===== src/rtl/c1_pkg.sv =====
// rtl/c1_pkg.sv - shared types and select encodings for the C1 share controller
package c1_pkg;

    localparam int NREQ = 4;

    typedef enum logic [1:0] {
        ST_IDLE   = 2'd0,
        ST_SETTLE = 2'd1,
        ST_DONE   = 2'd2
    } state_t;

    // Bit i gives the second-level select (S2 = s0) for requester i:
    // requesters 0/1 sit on the A leg, 2/3 on the B leg.
    localparam logic [NREQ-1:0] S0_FOR_REQ   = 4'b1100;
    // Bit i gives the first-level select value (sa for 0/1, sb for 2/3).
    localparam logic [NREQ-1:0] LEAF_FOR_REQ = 4'b1010;

    function automatic logic [NREQ-1:0] onehot(input logic [1:0] idx);
        return NREQ'(1) << idx;
    endfunction

endpackage


===== src/rtl/c1_share_ctrl_rr_arb4.sv =====
// rtl/c1_share_ctrl_rr_arb4.sv - combinational four-way round-robin pick
module rr_arb4
    import c1_pkg::*;
(
    input  logic [NREQ-1:0] req,
    input  logic [1:0]      ptr,
    output logic [1:0]      gnt_idx,
    output logic            any
);

    logic [2*NREQ-1:0] dbl;
    logic [NREQ-1:0]   rot;
    logic [1:0]        off;

    // Rotate so the pointer position becomes bit 0, then take the lowest set bit.
    assign dbl = {req, req};
    assign rot = dbl[ptr +: NREQ];

    // Priority encode the rotated request vector.
    always_comb begin
        off = 2'd0;
        if (rot[0])      off = 2'd0;
        else if (rot[1]) off = 2'd1;
        else if (rot[2]) off = 2'd2;
        else if (rot[3]) off = 2'd3;
    end

    assign gnt_idx = ptr + off;
    assign any     = |req;

endmodule


===== src/rtl/c1_share_ctrl.sv =====
// rtl/c1_share_ctrl.sv - round-robin time-sharing controller for one C1 mux cell
module c1_share_ctrl
    import c1_pkg::*;
#(
    parameter int SIZE   = 5,
    parameter int SETTLE = 2
) (
    input  logic            clk,
    input  logic            rst,
    input  logic [3:0]      req,
    input  logic [SIZE-1:0] f_in,
    output logic            sa,
    output logic            sb,
    output logic            s0,
    output logic            s1,
    output logic [3:0]      ack,
    output logic [SIZE-1:0] dout,
    output logic            dout_valid,
    output logic            busy
);

    // Counter is loaded with SETTLE-1 so capture lands on the SETTLE-th edge.
    localparam logic [3:0] CNT_LOAD = 4'(SETTLE - 1);

    state_t     state;
    logic [3:0] cnt;
    logic [1:0] ptr;
    logic [1:0] gnt;
    logic [1:0] pick_idx;
    logic       pick_any;

    rr_arb4 u_arb (
        .req     (req),
        .ptr     (ptr),
        .gnt_idx (pick_idx),
        .any     (pick_any)
    );

    assign busy = (state != ST_IDLE);

    // Transaction FSM: grant and drive selects, wait out the cell delay, capture and ack.
    always_ff @(posedge clk) begin
        if (rst) begin
            state      <= ST_IDLE;
            cnt        <= 4'd0;
            ptr        <= 2'd0;
            gnt        <= 2'd0;
            sa         <= 1'b0;
            sb         <= 1'b0;
            s0         <= 1'b0;
            s1         <= 1'b0;
            ack        <= '0;
            dout       <= '0;
            dout_valid <= 1'b0;
        end else begin
            s1 <= 1'b0;
            case (state)
                ST_IDLE: begin
                    if (pick_any) begin
                        s0 <= S0_FOR_REQ[pick_idx];
                        // Only the leaf select on the chosen leg moves; the other leg is left alone.
                        if (S0_FOR_REQ[pick_idx]) begin
                            sb <= LEAF_FOR_REQ[pick_idx];
                        end else begin
                            sa <= LEAF_FOR_REQ[pick_idx];
                        end
                        cnt   <= CNT_LOAD;
                        gnt   <= pick_idx;
                        state <= ST_SETTLE;
                    end
                end
                ST_SETTLE: begin
                    if (cnt != 4'd0) begin
                        cnt <= cnt - 4'd1;
                    end else begin
                        dout       <= f_in;
                        ack        <= onehot(gnt);
                        dout_valid <= 1'b1;
                        ptr        <= gnt + 2'd1;
                        state      <= ST_DONE;
                    end
                end
                ST_DONE: begin
                    ack        <= '0;
                    dout_valid <= 1'b0;
                    state      <= ST_IDLE;
                end
                default: begin
                    ack        <= '0;
                    dout_valid <= 1'b0;
                    state      <= ST_IDLE;
                end
            endcase
        end
    end

endmodule


===== config.mk =====
export PLATFORM = sky130hd
export DESIGN_NAME = c1_share_ctrl
export DESIGN_NICKNAME = d
export VERILOG_FILES = /design/src/rtl/c1_pkg.sv /design/src/rtl/c1_share_ctrl_rr_arb4.sv /design/src/rtl/c1_share_ctrl.sv
export SDC_FILE = /design/constraint.sdc
export NUM_CORES = 1
export LEC_CHECK = 0
export CELL_PAD_IN_SITES_DETAIL_PLACEMENT = 0
export CELL_PAD_IN_SITES_GLOBAL_PLACEMENT = 1
export CORE_UTILIZATION = 38
export DETAILED_ROUTE_END_ITERATION = 16
export PLACE_DENSITY = 0.9
export SYNTH_ARGS = -nofsm -noshare
export SYNTH_HDL_FRONTEND = slang
export SYNTH_SLANG_ARGS = --single-unit

===== constraint.sdc =====
create_clock -name clk -period 3.5 [get_ports clk]
set_clock_uncertainty 0.1 [all_clocks]
set_input_delay 0.7 -clock clk [delete_from_list [all_inputs] [get_ports clk]]
set_output_delay 0.7 -clock clk [all_outputs]
set_load 0.03 [all_outputs]

# == Yosys cells after proc, flatten, opt, wreduce, memory -nomap -nowiden ==
# Cells that the tools add are included.
# totals
regBits,23
romBits,0
latch_bits,0
wordCells,53
memories,0
ramBits,0
# classes
n_addsub,3
n_reduce_logical,12
mul,0
n_shift,2
n_div,0
magnitude_cmp,1
bitwise,3
muxes,18
n_eq_ne,4
# ops
op,n
4-bit case mux with 2 select lines,2
2-bit two-way mux,6
4-bit two-way mux,3
3-bit AND reduction,3
2-bit AND reduction,4
8-bit by 3-bit variable part select with 4-bit output,1
"2-bit inequality test, second input constant",3
1-bit binary-select mux with 2-bit select,2
2-bit case mux with 2 select lines,1
2-bit nonzero test,2
4-bit nonzero test,1
4-bit OR reduction,1
"1-bit by 2-bit << shifter with 4-bit output, first input constant",1
"4-bit by 1-bit subtractor with 4-bit output, second input constant",1
"2-bit by 3-bit < comparator with 1-bit output, second input constant",1
1-bit two-way mux,3
1-bit inverter,3
"2-bit by 1-bit adder with 2-bit output, second input constant",1
2-bit adder,1
"2-bit by 1-bit == test with 1-bit output, second input constant",1
2-bit zero test,1
1-bit case mux with 2 select lines,1

# == Depth between registers and ports, before layout ==
# Gate-level depths: netlist of the first run.
# logic_depth
ltp_word,10
depth_mapped,11
ltp_nobuf,10

# == Modules after synthesis ==
# A second synthesis of the first run with hierarchy kept.
# hier_totals
cells_unflattened,137
hier_area_um2,1161.1
# modules_own_cells
mod,area_per_inst_um2,cells_per_inst,seq_area_each_um2,n_inst
c1_share_ctrl,999.7,115,440.4,1
rr_arb4,161.4,22,0.0,1

# == Worst setup path after synthesis of the first run ==
# No wires, ideal clock.
# synth_path
path_type,input port to flip-flop
from,in req[2]
to,reg sa
required_ns,3.328
t_arrival_ns,2.190
path_stages,10
setup_slack_ns,1.138
path_cell_list,nand2_1 -> nor2_1 -> a211oi_1 -> a31oi_1 -> a211o_1 -> ha_1 -> xor2_1 -> a211o_1 -> mux2i_1 -> mux2i_1
# synth_between
elab_chain_cells,10
elab_cells_between_ends,13
cone_classes,add/sub (1); shift (1); mux (8); bitwise (1); reduce/logical (2)
# synth_rtl
item,line,rtl
"start, declared",c1_share_ctrl.sv:10,"input logic [3:0] req,"
8-bit by 3-bit variable part select with 4-bit output,c1_share_ctrl_rr_arb4.sv:17,assign rot = dbl[ptr +: NREQ];
2-bit two-way mux,c1_share_ctrl_rr_arb4.sv:25,else if (rot[3]) off = 2'd3;
2-bit two-way mux,c1_share_ctrl_rr_arb4.sv:24,else if (rot[2]) off = 2'd2;
2-bit two-way mux,c1_share_ctrl_rr_arb4.sv:23,else if (rot[1]) off = 2'd1;
2-bit two-way mux,c1_share_ctrl_rr_arb4.sv:22,if (rot[0]) off = 2'd0;
2-bit adder,c1_share_ctrl_rr_arb4.sv:28,assign gnt_idx = ptr + off;
1-bit binary-select mux with 2-bit select,c1_share_ctrl.sv:62,if (S0_FOR_REQ[pick_idx]) begin
1-bit two-way mux (implied by the code),c1_share_ctrl.sv:62,
1-bit inverter (no line),--,
3-bit AND reduction (no line),--,
"end signal, assigned",c1_share_ctrl.sv:65,sa <= LEAF_FOR_REQ[pick_idx];
"end, declared",c1_share_ctrl.sv:12,"output logic sa,"
# Parallel ways exist; a longest one is shown, timed or not. The select of a mux whose other input is x is not followed.
# A chain may end at the register's enable or synchronous reset.

# == Final worst setup path of the first run ==
# layout_path
from,in req[0]
to,reg sa
# Same word-level chain as after synthesis.

==> results.sh, run 1 <==
export IMPL_grt_usage_pct=15.8
export IMPL_avgSynthCellArea_um2=8.21
export IMPL_post_cts_resized=0
export IMPL_synth_edf_count=0
export IMPL_grt_overflow_total=0
export IMPL_slew_headroom_pct=47.9
export IMPL_post_place_ws_ps=376
export IMPL_dp_hpwl_mm=1.59
export IMPL_fin_nets=174
export IMPL_die_area_um2=3090
export IMPL_ys_ff_latch=22
export IMPL_drv_slew=0
export IMPL_seq_area_frac_synth_pct=40.3
export IMPL_worst_slew_pin_slew_ps=780
export IMPL_post_route_drc_count=0
export IMPL_hp_class="register to register"
export IMPL_mappedNetlistNets=151
export IMPL_share_comb_of_total_power_pct=32.3
export IMPL_startpoint_type="primary input"
export IMPL_synth_distinct_cells=31
export IMPL_outcome="finished clean"
export IMPL_cts_setup_buffers=0
export IMPL_pwr_share_seq_pct=41.5
export IMPL_cts_buffers=3
export IMPL_setup_viol_count_final=0
export IMPL_grt_pass1_wl_mm=3.96
export IMPL_antenna_cells=0
export IMPL_clk_pin_slew_ps=130
export IMPL_async_flop_share_pct=0
export IMPL_ys_flop_type="dfxtp_1"
export IMPL_drv_cap=0
export IMPL_p_int_mw=0.501
export IMPL_wl_mm=2.20
export IMPL_max_clock_path_buffers=2
export IMPL_synth_cells=133
export IMPL_antenna_found_initial=0
export IMPL_cts_tree="yes"
export IMPL_clockRootBuffer="clkbuf_4"
export IMPL_ir_drop_mv=0.384
export IMPL_p_leak_nw=0.542
export IMPL_yosys_area_top_type_share_pct=40.3
export IMPL_cp_data_required_time_ps=3640
export IMPL_power_mw=0.744
export IMPL_synth_area_leaders="dfxtp_1, ha_1, nand2_1"
export IMPL_post_route_cells_drive_above_1_share_pct=3.23
export IMPL_routedWlPerCell_um=11.8
export IMPL_num_io_pins=26
export IMPL_rsz0062_at_grt="no"
export IMPL_crit_path_max_fanout=7
export IMPL_gp_congestion=0.787
export IMPL_initialDrtViolationCount=15
export IMPL_htreeDepth=1
export IMPL_cts_hold_buffers=0
export IMPL_clock_latency_ps=310
export IMPL_p_per_area_nw_per_um2=533
export IMPL_die_h_um=55.6
export IMPL_antenna_left=0
export IMPL_max_freq_mhz=353
export IMPL_cts_sinks=22
export IMPL_rrSetupSlack_ps=1050
export IMPL_synth_commonest_cells="dfxtp_1, nand2_1, nor2_1"
export IMPL_synth_largest_area_cell="dfxtp_1"
export IMPL_grt_max_degree=24
export IMPL_final_core_util_pct=51.1
export IMPL_area_delta_synth_final_pct=27.8
export IMPL_end_kind="register"
export IMPL_yosys_warnings=0
export IMPL_die_w_um=55.6
export IMPL_crit_arrival_ps=2970
export IMPL_vias=961
export IMPL_switchingPower_mw=0.243
export IMPL_io_buffers=24
export IMPL_p_clk_share_pct=26.1
export IMPL_hold_viol=0
export IMPL_start_util_pct=40.0
export IMPL_setup_tns_ps=0
export IMPL_via_per_inst=5.17
export IMPL_yosysMostFrequentCell="dfxtp_1"
export IMPL_post_route_period_util_pct=80.9
export IMPL_grt_pass1_vias=920
export IMPL_layout_min_cycle_time_ps=2830
export IMPL_swShare_pct=32.6
export IMPL_core_area_um2=2730
export IMPL_drt_pass1_iterations=6
export IMPL_path_class="primary input to register"
export IMPL_rows=19
export IMPL_syn_cell_area_um2=1090
export IMPL_fin_ws_ps=669
[cell type report]
class	instances	area [µm²]
fillers	270	1340
multi-input cells	101	609
flip-flops and latches	22	440
repair buffers	24	240
well taps	31	38.8
clock inverters	1	30.0
clock buffers	3	22.5
inverters	4	15.0
[worst max-delay path, stage by stage]
cell	delay (ps)
clkdlybuf4s50_1	600
nor2_1	70
a211oi_1	280
a31oi_1	80
a211o_1	240
ha_1	190
xor2_1	150
a211o_1	250
mux2i_1	210
mux2i_1	210
[placed cells by master (no fill, tap or decap), types with 3 or more instances in the layout]
master,count
clkdlybuf4s50_1,24
dfxtp_1,22
nand2_1,21
nor2_1,16
a21oi_1,13
ha_1,7
nand3b_1,5
nand2b_1,5
mux2i_1,5
inv_1,4
nor3_1,4
clkbuf_4,3
[power groups by stage]
stage,Sequential [mW],Clock (mW),Combinational [mW]
after CTS,0.309,0.200,0.243
after global routing,0.315,0.213,0.266
after floorplan,0.341,0,0.135
after detailed placement,0.315,0,0.241
after global placement,0.313,0,0.236
final,0.309,0.194,0.241
[registers in the layout (all words and copies together), names as in the netlist]
signal / flops
dout_valid: 1
dout: 5
state: 2
sb: 1
gnt: 1
s0: 1
cnt: 4
sa: 1
ack: 4
ptr: 2
[metrics by stage]
step | instance area (µm²) | hold slack (ps) | instances
after CTS | 1400 | 368 | 186
after global routing | 1400 | 386 | 186
final | 1400 | 365 | 186
after global placement | 1340 | 343 | 182
after detailed placement | 1340 | 349 | 182
after floorplan | 1090 | 377 | 133
[kinds of logic after synthesis]
logic type / share of synthesized area [%]
AND/OR/NAND/NOR: 25.7
buffers and inverters: 3.89
AO/OA/AOI/OAI: 14.8
adder cells (fa/ha/maj): 8.02
multiplexers: 4.58
XOR/XNOR: 2.41
other: 0.343
flip-flops: 40.3
[per-layer routing]
metal / GRT usage, % / wire (µm)
met1: 20.4 / 1020
met2: 25.3 / 1080
met3: 2.33 / 51
met4: 8.93 / 45
met5: 0 / 0
[worst paths after layout]
path	endpoint	cells past startpoint	from
setup reg to reg	sa	9	ptr[0]
hold reg to reg	dout[1]	2	dout[1]
hold / removal	dout[1]	2	dout[1]
setup / recovery	sa	10	req[0]
(Power assumes the default switching activity.)
==> run 2: changes to the inputs <==
--- a/config.mk
+++ b/config.mk
@@ -7,9 +7,9 @@
 export LEC_CHECK = 0
 export CELL_PAD_IN_SITES_DETAIL_PLACEMENT = 0
 export CELL_PAD_IN_SITES_GLOBAL_PLACEMENT = 1
-export CORE_UTILIZATION = 38
+export CORE_UTILIZATION = 32
 export DETAILED_ROUTE_END_ITERATION = 16
-export PLACE_DENSITY = 0.9
+export PLACE_DENSITY = 0.81
 export SYNTH_ARGS = -nofsm -noshare
 export SYNTH_HDL_FRONTEND = slang
 export SYNTH_SLANG_ARGS = --single-unit
==> constraint.sdc (replaced) <==
create_clock -name clk -period 2.45 [get_ports clk]
set_clock_uncertainty 0.1 [all_clocks]
set_input_delay 0.49 -clock clk [delete_from_list [all_inputs] [get_ports clk]]
set_output_delay 0.49 -clock clk [all_outputs]
set_load 0.03 [all_outputs]
==> run 2 against run 1 <==
Net effect:
- global-route usage fell by 1.4 points
- cell count rose by 12%
- die area rose by 18%
- final area rose by 5.7%
==> results.sh, run 2 (synthesis results as in run 1) <==
export IMPL_drt_pass1_iterations=4
export IMPL_grt_pass1_vias=955
export IMPL_die_w_um=60.4
export IMPL_rows=20
export IMPL_num_io_pins=26
export IMPL_clock_latency_ps=300
export IMPL_htreeDepth=1
export IMPL_cts_hold_buffers=0
export IMPL_gp_congestion=0.770
export IMPL_drv_slew=0
export IMPL_cp_data_required_time_ps=2590
export IMPL_cts_buffers=3
export IMPL_cts_tree="yes"
export IMPL_largestRegisters="dout: 5 flops, ack: 4 flops, cnt: 4 flops"
export IMPL_post_route_drc_count=0
export IMPL_top_register="dout"
export IMPL_p_leak_nw=0.593
export IMPL_start_util_pct=34.6
export IMPL_layout_min_cycle_time_ps=2270
export IMPL_vias=992
export IMPL_fin_nets=184
export IMPL_hold_viol=0
export IMPL_io_buffers=24
export IMPL_grt_usage_pct=14.4
export IMPL_place_inst=205
export IMPL_ir_drop_mv=0.322
export IMPL_finalNonFillerCells=209
export IMPL_wl_mm=2.32
export IMPL_outcome="finished clean"
export IMPL_via_per_inst=4.75
export IMPL_largest_reg_flops=5
export IMPL_rr_worst_depth=9
export IMPL_core_area_um2=3150
export IMPL_routedWlPerCell_um=11.1
export IMPL_cts_sinks=22
export IMPL_final_common_cell="dfxtp_1"
export IMPL_antenna_found_initial=0
export IMPL_setup_viol_count_final=0
export IMPL_area_delta_synth_final_pct=35.2
export IMPL_grt_overflow_total=0
export IMPL_p_per_area_nw_per_um2=683
export IMPL_drv_cap=0
export IMPL_grt_max_degree=15
export IMPL_startpoint_type="primary input"
export IMPL_crit_arrival_ps=2420
export IMPL_post_route_period_util_pct=92.7
export IMPL_end_kind="register"
export IMPL_clockRootBuffer="clkbuf_4"
export IMPL_antenna_cells=0
export IMPL_antenna_left=0
export IMPL_path_class="primary input to register"
export IMPL_die_area_um2=3650
export IMPL_die_h_um=60.4
export IMPL_max_freq_mhz=440
export IMPL_hp_class="register to register"
export IMPL_clk_pin_slew_ps=120
export IMPL_whs_path_depth=2
export IMPL_post_place_ws_ps=-342
export IMPL_crit_path_max_fanout=4
export IMPL_dp_hpwl_mm=1.75
export IMPL_post_route_cells_drive_above_1_share_pct=10.3
export IMPL_initialDrtViolationCount=45
export IMPL_fin_ws_ps=178
export IMPL_final_cell_mix="dfxtp_1, nand2_1, clkdlybuf4s50_1, nor2_1, a21oi_1"
export IMPL_rsz0062_at_grt="no"
export IMPL_max_clock_path_buffers=2
export IMPL_power_mw=1.01
export IMPL_grt_pass1_wl_mm=3.97
## run 2: layout make-up
type	instances	area [µm²]
multi-input combinational	101	616
fill	322	1680
clock buffer	4	36.3
timing repair buffer	34	314
tap	44	55.1
sequential	22	440
inverter	4	15.0
## run 2: power by group
part / internal [mW] / switching (mW) / total [mW]
Sequential: 0.402 / 0.0340 / 0.436
Combinational: 0.164 / 0.207 / 0.372
Clock: 0.0907 / 0.110 / 0.200
Total: 0.657 / 0.351 / 1.01
## run 2: path summary, 6_finish.rpt
path	from	to	slack [ps]
max	req[2]	sa	180
min reg2reg	dout[3]	dout[3]	370
min	dout[3]	dout[3]	370
max reg2reg	ptr[0]	sa	270
## run 2: metrics by stage
stage	setup TNS (ps)	hold slack (ps)	area [µm²]	util, %
after floorplan	0	377	1090	-
after global placement	-725	342	1440	45.5
after detailed placement	-944	351	1440	45.5
after CTS	0	369	1470	46.7
after global routing	0	388	1480	46.8
final	0	368	1480	46.8
## run 2: what timing repair did
item                                    4_1_cts  5_1_grt
resized for setup                             4        2
endpoints found under the setup margin        1        2
buffers inserted                              0        0
## run 2: worst max-delay path: stages
cell	delay [ps]
dlygate4sd2_1	270
nand2_1	80
nor2_1	40
a211oi_1	220
a31oi_1	60
a211o_1	240
ha_1	190
xor2_1	160
a211o_1	260
mux2i_2	210
mux2i_1	200
## run 2: metal layers
layer	vias to the layer above	wire [µm]	global-route usage [%]
li1	516	-	-
met1	452	1060	16.5
met2	20	1150	25.9
met3	4	78	2.35
met4	0	28	7.14
met5	-	0	0
